[config.mk]
export PLATFORM = sky130hd
export DESIGN_NAME = text_writer
export DESIGN_NICKNAME = d
export VERILOG_FILES = /design/src/rtl/text_pkg.sv /design/src/rtl/wb_single_master.sv /design/src/rtl/text_writer.sv
export SDC_FILE = /design/constraint.sdc
export NUM_CORES = 1
export LEC_CHECK = 0
export ABC_AREA = 1
export CORE_MARGIN = 4
export CORE_UTILIZATION = 51
export CTS_CLUSTER_SIZE = 10
export DETAILED_ROUTE_END_ITERATION = 8
export PLACE_DENSITY = 0.77
export SLEW_MARGIN = 20
export SYNTH_ARGS = -nofsm -noshare
export SYNTH_HDL_FRONTEND = slang
export SYNTH_SLANG_ARGS = --single-unit
[constraint.sdc]
create_clock -name wb_clk_i -period 4 [get_ports wb_clk_i]
set_input_delay 1.2 -clock wb_clk_i [delete_from_list [all_inputs] [get_ports wb_clk_i]]
set_output_delay 1.2 -clock wb_clk_i [all_outputs]
set_load 0.1 [all_outputs]
[src/rtl/text_pkg.sv]
// Shared types and constants for the terminal-to-text-buffer writer.
package text_pkg;

    typedef enum logic [2:0] {
        IDLE,
        PUTC,
        SCRL_RD,
        SCRL_WR,
        SCRL_CLR,
        CLS
    } state_t;

    localparam int COLS      = 80;
    localparam int LINES     = 24;
    localparam int SVC_LEN   = 80;
    localparam int LAST_LINE = 1920;
    localparam int AREA_END  = 2000;

    localparam logic [7:0] CH_BS  = 8'h08;
    localparam logic [7:0] CH_LF  = 8'h0A;
    localparam logic [7:0] CH_FF  = 8'h0C;
    localparam logic [7:0] CH_CR  = 8'h0D;
    localparam logic [7:0] CH_DEL = 8'h7F;

    localparam logic [15:0] SPACE_WORD = 16'h2020;

    function automatic logic is_printable(input logic [7:0] c);
        return (c >= 8'h20) && (c != CH_DEL);
    endfunction

endpackage

[src/rtl/wb_single_master.sv]
// One-transfer Wishbone initiator: latches a request on start, holds it until ack.
module wb_single_master (
    input  logic        wb_clk_i,
    input  logic        wb_rst_i,
    input  logic        start,
    input  logic [15:0] adr,
    input  logic        we,
    input  logic [1:0]  sel,
    input  logic [15:0] dat,
    output logic        done,
    output logic [15:0] rdata,
    output logic [15:0] wb_adr_o,
    output logic [15:0] wb_dat_o,
    input  logic [15:0] wb_dat_i,
    output logic        wb_cyc_o,
    output logic        wb_stb_o,
    output logic        wb_we_o,
    output logic [1:0]  wb_sel_o,
    input  logic        wb_ack_i
);

    // done is the ack edge itself so the sequencer can queue the next start
    // there, leaving cyc low for exactly one clock between transfers.
    assign done = wb_cyc_o & wb_ack_i;

    always_ff @(posedge wb_clk_i or posedge wb_rst_i) begin
        if (wb_rst_i) begin
            wb_cyc_o <= 1'b0;
            wb_stb_o <= 1'b0;
            wb_we_o  <= 1'b0;
            wb_sel_o <= 2'b00;
            wb_adr_o <= 16'h0000;
            wb_dat_o <= 16'h0000;
            rdata    <= 16'h0000;
        end else if (wb_cyc_o) begin
            if (wb_ack_i) begin
                wb_cyc_o <= 1'b0;
                wb_stb_o <= 1'b0;
                rdata    <= wb_dat_i;
            end
        end else if (start) begin
            wb_cyc_o <= 1'b1;
            wb_stb_o <= 1'b1;
            wb_we_o  <= we;
            wb_sel_o <= sel;
            wb_adr_o <= adr;
            wb_dat_o <= dat;
        end
    end

endmodule

[src/rtl/text_writer.sv]
// Turns a terminal character stream into text-buffer writes, with cursor
// tracking, CR/LF/BS/FF handling and hardware scroll/clear.
//
// state    | meaning
// IDLE     | ready for a character
// PUTC     | writing one printable character
// SCRL_RD  | scroll: reading source word
// SCRL_WR  | scroll: writing it one line up
// SCRL_CLR | scroll: blanking the last line
// CLS      | form feed: blanking the whole text area
module text_writer #(
    parameter logic [15:0] BASE  = 16'h0000,
    parameter int          COLS  = 80,
    parameter int          LINES = 24
) (
    input  logic        wb_clk_i,
    input  logic        wb_rst_i,
    input  logic [7:0]  ch_i,
    input  logic        ch_valid_i,
    output logic        ch_ready_o,
    output logic        busy_o,
    output logic [15:0] wb_adr_o,
    output logic [15:0] wb_dat_o,
    input  logic [15:0] wb_dat_i,
    output logic        wb_cyc_o,
    output logic        wb_stb_o,
    output logic        wb_we_o,
    output logic [1:0]  wb_sel_o,
    input  logic        wb_ack_i,
    output logic [12:0] cursor_o,
    output logic [6:0]  col_o
);
    import text_pkg::*;

    localparam logic [12:0] SVC        = 13'(SVC_LEN);
    localparam logic [12:0] LAST_START = 13'(SVC_LEN + (LINES - 1) * COLS);
    localparam logic [12:0] LAST_WORD  = 13'(SVC_LEN + LINES * COLS - 2);
    localparam logic [12:0] SCRL_FIRST = 13'(SVC_LEN + COLS);
    localparam logic [12:0] LINE_LEN   = 13'(COLS);
    localparam logic [6:0]  COL_LAST   = 7'(COLS - 1);

    state_t      state;
    logic [12:0] src;
    logic        m_start, m_we, m_done;
    logic [12:0] m_adr;
    logic [1:0]  m_sel;
    logic [15:0] m_dat, m_rdata, wr_dat;

    assign ch_ready_o = (state == IDLE) & ~wb_rst_i;
    assign busy_o     = (state != IDLE);
    // Scroll writes forward the word captured by the preceding read.
    assign wr_dat     = (state == SCRL_WR) ? m_rdata : m_dat;

    always_ff @(posedge wb_clk_i or posedge wb_rst_i) begin
        if (wb_rst_i) begin
            state    <= IDLE;
            cursor_o <= SVC;
            col_o    <= 7'd0;
            src      <= 13'd0;
            m_start  <= 1'b0;
            m_adr    <= 13'd0;
            m_we     <= 1'b0;
            m_sel    <= 2'b00;
            m_dat    <= 16'h0000;
        end else begin
            m_start <= 1'b0;
            case (state)
                IDLE: if (ch_valid_i) begin
                    if (is_printable(ch_i)) begin
                        state   <= PUTC;
                        m_start <= 1'b1;
                        m_adr   <= {cursor_o[12:1], 1'b0};
                        m_we    <= 1'b1;
                        m_sel   <= cursor_o[0] ? 2'b10 : 2'b01;
                        m_dat   <= {ch_i, ch_i};
                    end else begin
                        case (ch_i)
                            CH_CR: begin
                                cursor_o <= cursor_o - 13'(col_o);
                                col_o    <= 7'd0;
                            end
                            CH_LF: if (cursor_o < LAST_START) begin
                                cursor_o <= cursor_o + LINE_LEN;
                            end else begin
                                state   <= SCRL_RD;
                                src     <= SCRL_FIRST;
                                m_start <= 1'b1;
                                m_adr   <= SCRL_FIRST;
                                m_we    <= 1'b0;
                                m_sel   <= 2'b11;
                            end
                            CH_BS: if (col_o != 7'd0) begin
                                cursor_o <= cursor_o - 13'd1;
                                col_o    <= col_o - 7'd1;
                            end
                            CH_FF: begin
                                state   <= CLS;
                                src     <= SVC;
                                m_start <= 1'b1;
                                m_adr   <= SVC;
                                m_we    <= 1'b1;
                                m_sel   <= 2'b11;
                                m_dat   <= SPACE_WORD;
                            end
                            default: ;
                        endcase
                    end
                end
                PUTC: if (m_done) begin
                    if (col_o < COL_LAST) begin
                        col_o    <= col_o + 7'd1;
                        cursor_o <= cursor_o + 13'd1;
                        state    <= IDLE;
                    end else begin
                        col_o <= 7'd0;
                        if (cursor_o >= LAST_START) begin
                            cursor_o <= LAST_START;
                            state    <= SCRL_RD;
                            src      <= SCRL_FIRST;
                            m_start  <= 1'b1;
                            m_adr    <= SCRL_FIRST;
                            m_we     <= 1'b0;
                            m_sel    <= 2'b11;
                        end else begin
                            cursor_o <= cursor_o - 13'(col_o) + LINE_LEN;
                            state    <= IDLE;
                        end
                    end
                end
                SCRL_RD: if (m_done) begin
                    state   <= SCRL_WR;
                    m_start <= 1'b1;
                    m_adr   <= src - LINE_LEN;
                    m_we    <= 1'b1;
                    m_sel   <= 2'b11;
                end
                SCRL_WR: if (m_done) begin
                    m_start <= 1'b1;
                    if (src == LAST_WORD) begin
                        state <= SCRL_CLR;
                        src   <= LAST_START;
                        m_adr <= LAST_START;
                        m_we  <= 1'b1;
                        m_dat <= SPACE_WORD;
                    end else begin
                        state <= SCRL_RD;
                        src   <= src + 13'd2;
                        m_adr <= src + 13'd2;
                        m_we  <= 1'b0;
                    end
                end
                SCRL_CLR, CLS: if (m_done) begin
                    if (src == LAST_WORD) begin
                        if (state == CLS) begin
                            cursor_o <= SVC;
                            col_o    <= 7'd0;
                        end
                        state <= IDLE;
                    end else begin
                        m_start <= 1'b1;
                        src     <= src + 13'd2;
                        m_adr   <= src + 13'd2;
                    end
                end
                default: state <= IDLE;
            endcase
        end
    end

    wb_single_master u_master (
        .wb_clk_i (wb_clk_i),
        .wb_rst_i (wb_rst_i),
        .start    (m_start),
        .adr      (BASE + {3'b000, m_adr}),
        .we       (m_we),
        .sel      (m_sel),
        .dat      (wr_dat),
        .done     (m_done),
        .rdata    (m_rdata),
        .wb_adr_o (wb_adr_o),
        .wb_dat_o (wb_dat_o),
        .wb_dat_i (wb_dat_i),
        .wb_cyc_o (wb_cyc_o),
        .wb_stb_o (wb_stb_o),
        .wb_we_o  (wb_we_o),
        .wb_sel_o (wb_sel_o),
        .wb_ack_i (wb_ack_i)
    );

endmodule

# --- Word-level counts from Yosys, hierarchy flattened ---
# Index checks and enable logic that the tools add are counted.
classes:
  n_addsub: 9
  mul: 0
  div_mod_pow: 0
  order_cmp: 4
  n_eq_ne: 33
  n_shift: 0
  mux: 96
  bitwise: 4
  n_reduce_logical: 24
ops:
  columns: ["op", "count"]
  rows:
  - ["$mux W13", 23]
  - ["$mux W16", 6]
  - ["$pmux W13 S3", 2]
  - ["$pmux W13 S5", 1]
  - ["$mux W7", 8]
  - ["$pmux W13 S4", 1]
  - ["$eq A8 B4 Y1 const B", 4]
  - ["$pmux W16 S2", 1]
  - ["$mux W3", 9]
  - ["$add A13 B7 Y13 const B", 2]
  - ["$pmux W13 S2", 1]
  - ["$mux W1", 24]
  - ["$ne A2 B2 Y1 const B", 12]
  - ["$reduce_and A11 Y1", 2]
  - ["$pmux W7 S3", 1]
  - ["$mux W2", 10]
  - ["$reduce_and A9 Y1", 2]
  - ["$reduce_and A8 Y1", 2]
  - ["$pmux W3 S5", 1]
  - ["$pmux W7 S2", 1]
  - ["$add A13 B1 Y13 const B", 1]
  - ["$add A13 B2 Y13 const B", 1]
  - ["$eq A13 B11 Y1 const B", 1]
  - ["$ge A13 B11 Y1 const B", 1]
  - ["other kinds (35)", 53]
word_totals:
  reg_bits: 119
  latchBits: 0
  mem_bits_rw: 0
  mem_bits_ro: 0
  wordCells: 186
  mem_count: 0

# --- Longest topological paths before layout ---
depth:
  word_depth: 6
  depth_mapped: 20
  depth_no_buf: 19

# --- Modules after synthesis ---
# Synthesis repeated with hierarchy kept, for this count alone.
hier_totals:
  hier_cells: 1084
  hier_area_um2: 7691.1
modules_own_cells:
  columns: ["module", "n_inst", "cells_per_inst", "area_each_um2", "seq_area_each_um2"]
  rows:
  - ["text_writer", 1, 860, 5649.2, 1529.0]
  - ["wb_single_master", 1, 224, 2042.0, 1326.3]

# --- Worst setup path before layout ---
# Ideal clock, no wire load.
synth_timing:
  path_type: "register -> output"
  from: "register state[2]"
  to: "output ch_ready_o"
  t_arrival_ns: 2.718
  path_slack_ns: 0.082
  path_stages_with_launch: 6
  path_buffers: 0
  cell_sequence: "dfrtp_1 inv_2 nand2_2 nor2_2 inv_1 nor2_1"
synth_via:
  elab_chain_len: 2
synth_lines:
  columns: ["element", "line", "source"]
  rows:
  - ["start: declaration", "text_writer.sv:42", "state_t state;"]
  - ["start signal: assignment", "text_writer.sv:56", "state <= IDLE;"]
  - ["start signal: assignment", "text_writer.sv:70", "state <= PUTC;"]
  - ["start signal: assignment", "text_writer.sv:85", "state <= SCRL_RD;"]
  - ["$logic_not A3 Y1", "text_writer.sv:49", "assign ch_ready_o = (state == IDLE) & ~wb_rst_i;"]
  - ["$and A1 B1 Y1", "text_writer.sv:49", null]
  - ["end: declaration", "text_writer.sv:20", "output logic ch_ready_o,"]
# Every way passes these cells.

# --- Worst setup path in the final report ---
layout_timing:
  from: "input ch_i[5]"
  to: "register m_dat[9]"
layout_via:
  elab_chain_len: 5
layout_lines:
  columns: ["element", "line", "source"]
  rows:
  - ["start: declaration", "text_writer.sv:18", "input logic [7:0] ch_i,"]
  - ["$ge A8 B6 Y1 or $ne A8 B7 Y1 (tied branches)", "text_pkg.sv:28", "return (c >= 8'h20) && (c != CH_DEL);"]
  - ["$logic_and A1 B1 Y1", "text_pkg.sv:28", null]
  - ["$mux W16", "text_writer.sv:69", "if (is_printable(ch_i)) begin"]
  - ["$mux W16", "text_writer.sv:68", "IDLE: if (ch_valid_i) begin"]
  - ["$pmux W16 S2", "text_writer.sv:67", "case (state)"]
  - ["end signal: assignment", "text_writer.sv:75", "m_dat <= {ch_i, ch_i};"]
  - ["end: declaration", "text_writer.sv:47", "logic [15:0] m_dat, m_rdata, wr_dat;"]
# Several ways; a longest one is shown, not always the timed one. The select of a mux whose other input is x is not followed.
# A chain may end at the register's enable or synchronous reset.

==> impl_results.md <==
- Vias in the first global route: 6,687
- Initial DRC Count: 539
- Reg2Reg Depth: 15
- N_diodes: 0
- Status: finished, final reports clean
- Top cells by area, synth: dfrtp_1, nand2_1, o21ai_0
- Hold Path Cell Cnt: 2
- Die width: 127 um
- P&R area growth vs syn: 16.5%
- Worst slew margin: 0.283
- DRT antenna net count: 0
- TNS Setup: 0 ps
- #FFs+latches synth: 111
- RR Endpoint: cursor_o[12]
- Post-synthesis instance total: 998
- Initial Util: 0.522
- 1st-pass router iterations: 6
- Pin count of the biggest net entering global routing: 44
- Final setup viols: 0
- Setup ws final: 684 ps
- GRT Overall Usage: 0.263
- Chip height: 127 um
- HP Start: m_adr[5]
- WHS Endpoint: m_adr[5]
- Worst setup SP type: primary input
- Max-slew violations: 0
- Clock Path Buffers: 2
- Congestion Overflow GR: 0
- Nets: 1,115
- Final hold violations: 0
- DRT Wirelength: 20,900 um
- Max capacitance violation total: 0
- Non-filler cells, final: 1,252
- WHS: 478 ps
- Reg-to-Reg Start: cursor_o[0]
- DP Worst Slack: 354 ps
- Worst Skew: 8.04 ps
- Clk Latency, worst-skew pair: 360 ps
- Max Freq: 0.302 GHz
- Crit Path Max Fanout: 16
- Critical path class: in -> reg
- Worst min path class: reg -> reg
- Setup bufs post-CTS: 0
- Yosys top cell by area: dfrtp_1
- Vias: 7,095
- Worst slew pin tran: 1070 ps
- Post-DP HPWL: 15,800 um
- CTS resizes: 0
- Cell Rows: 43
- Commonest non-fill, non-tap cell in the layout: nand2_1
- Synth Cell Area: 7280 um2
- GP Congestion: 0.996
- Post-Syn Area per Cell: 7.29 um2
- Num ports: 87
- Share of cells above drive strength 1: 0.0896
- Routed WL per cell: 16.7 um
- CTS Hold Bufs: 0
- Required @ worst endpoint: 4250 ps
- Register area share after synthesis: 0.382
- Crit path time final: 3320 ps
- Synth top area share: 0.375
- Initial antenna violation count: 0
- H-tree depth: 3
- CTS Buf Count: 9
- CORE AREA: 13,900 um2
- Vias/cell: 5.67
- CP Data Arrival Time: 3570 ps
- First-pass GRT wire length: 34,300 um
- Fin crit share: 0.829
- Yosys cell types: 51
- Port Buffers: 83
- CTS tree: done
- R2R setup slack: 1100 ps
- Most frequent cells in the layout: nand2_1, dfrtp_1, inv_1, o21ai_0, nor2_1
- Synth Warn #: 0
- Final routed DRC violation total: 0
- Clock input transition at the sequential cells of the worst setup and hold paths: 70 ps
- Clock Tree Root: clkbuf_16
- RSZ-0062 raised after global routing: no
- Setup crit end kind: flip-flop
- Die area: 16,200 um2
- Placed insts: 1,237
- CTS sink cnt: 111
-- metrics by stage --
step / instance area [um2] / utilization
floorplan: 7290 / -
global placement: 8210 / 0.589
detailed placement: 8210 / 0.589
CTS: 8480 / 0.608
global route: 8480 / 0.608
finish: 8480 / 0.608
-- flip-flops by register name, summed over array words and instances (netlist names) --
name / cells
col_o: 7
cursor_o: 13
m_adr: 13
m_dat: 8
m_sel: 2
m_start: 1
m_we: 1
src: 13
state: 3
u_master.rdata: 16
u_master.wb_adr_o: 13
u_master.wb_cyc_o: 1
u_master.wb_dat_o: 16
u_master.wb_sel_o: 2
u_master.wb_stb_o: 1
u_master.wb_we_o: 1
-- cells in the mapped netlist (all sizes together) --
| master | number |
|---|---|
| clkbuf | 18 |
| o221ai | 4 |
| o22ai | 7 |
| dfrtp | 109 |
| xnor2 | 5 |
| ha | 18 |
| o2111ai | 2 |
| nand3b | 2 |
| a22oi | 2 |
| mux2 | 16 |
| o31ai | 2 |
| nor3 | 18 |
| nand4 | 13 |
| o21a | 4 |
| inv | 125 |
| xor2 | 20 |
| buf | 14 |
| fa | 1 |
| nand2 | 253 |
| conb | 1 |
| a21boi | 3 |
| o21ai | 115 |
| a21oi | 47 |
| a41oi | 10 |
| a211oi | 3 |
| a2bb2oi | 1 |
| o21bai | 1 |
| a221oi | 1 |
| a31oi | 5 |
| nor3b | 1 |
| nor2 | 87 |
| nor4 | 3 |
| nand3 | 74 |
| dfstp | 2 |
| o211ai | 7 |
| clkinv | 3 |
| o2111a | 1 |
-- worst max-delay path by stage --
stage | start | to | slack [ps] | depth (start not counted)
3_3_place_gp | ch_i[7] | m_dat[14] | 440 | 12
4_1_cts | ch_i[5] | m_dat[9] | 720 | 12
6_report | ch_i[5] | m_dat[9] | 680 | 12
3_5_place_dp | ch_i[5] | m_dat[10] | 350 | 12
2_1_floorplan | state[2] | ch_ready_o | 80 | 5
5_1_grt | ch_i[1] | m_dat[9] | 440 | 10
-- routing by layer --
| layer | up-vias | share of wire | global-route usage |
|---|---|---|---|
| met5 | - | 0 | 0 |
| met3 | 42 | 0.075 | 0.0481 |
| met4 | 0 | 0.029 | 0.0991 |
| met2 | 293 | 0.46 | 0.425 |
| met1 | 3309 | 0.44 | 0.355 |
| li1 | 3451 | - | - |
-- worst max-delay path, cell delays in order --
cell             delay, ps
clkdlybuf4s50_1        440
nor2_1                 140
nand2_2                110
nor2_4                 150
inv_2                   70
nor2_4                 190
nor2_4                  90
nand2_1                 60
nand2_1                 90
a211oi_2               650
o21ai_0                210
o21a_1                 150
-- kinds of logic (layout without fill, tap and decap cells) --
group | after synthesis | count (layout) | share of synthesized area
and+or+nand+nor | 451 | 451 | 0.270
AOI/OAI and AO/OA | 215 | 215 | 0.170
buffers and inverters | 160 | 232 | 0.0885
DFF | 111 | 111 | 0.382
xor gates and xnor gates | 25 | 25 | 0.0301
adders and majority gates | 19 | 19 | 0.0337
muxes | 16 | 16 | 0.0248
other | 1 | 3 | 0.000515
-- cell type report --
class / instances / area (um2)
fillers: 1289 / 5460
multi-input cells: 729 / 3860
flip-flops and latches: 111 / 2780
repair buffers: 89 / 863
inverters: 128 / 484
clock buffers: 11 / 233
well taps: 180 / 225
clock inverters: 4 / 30.0
Power is left out: the tool's default activity adds up to more than one toggle a clock period on the data nets, which glitch-free logic cannot reach.
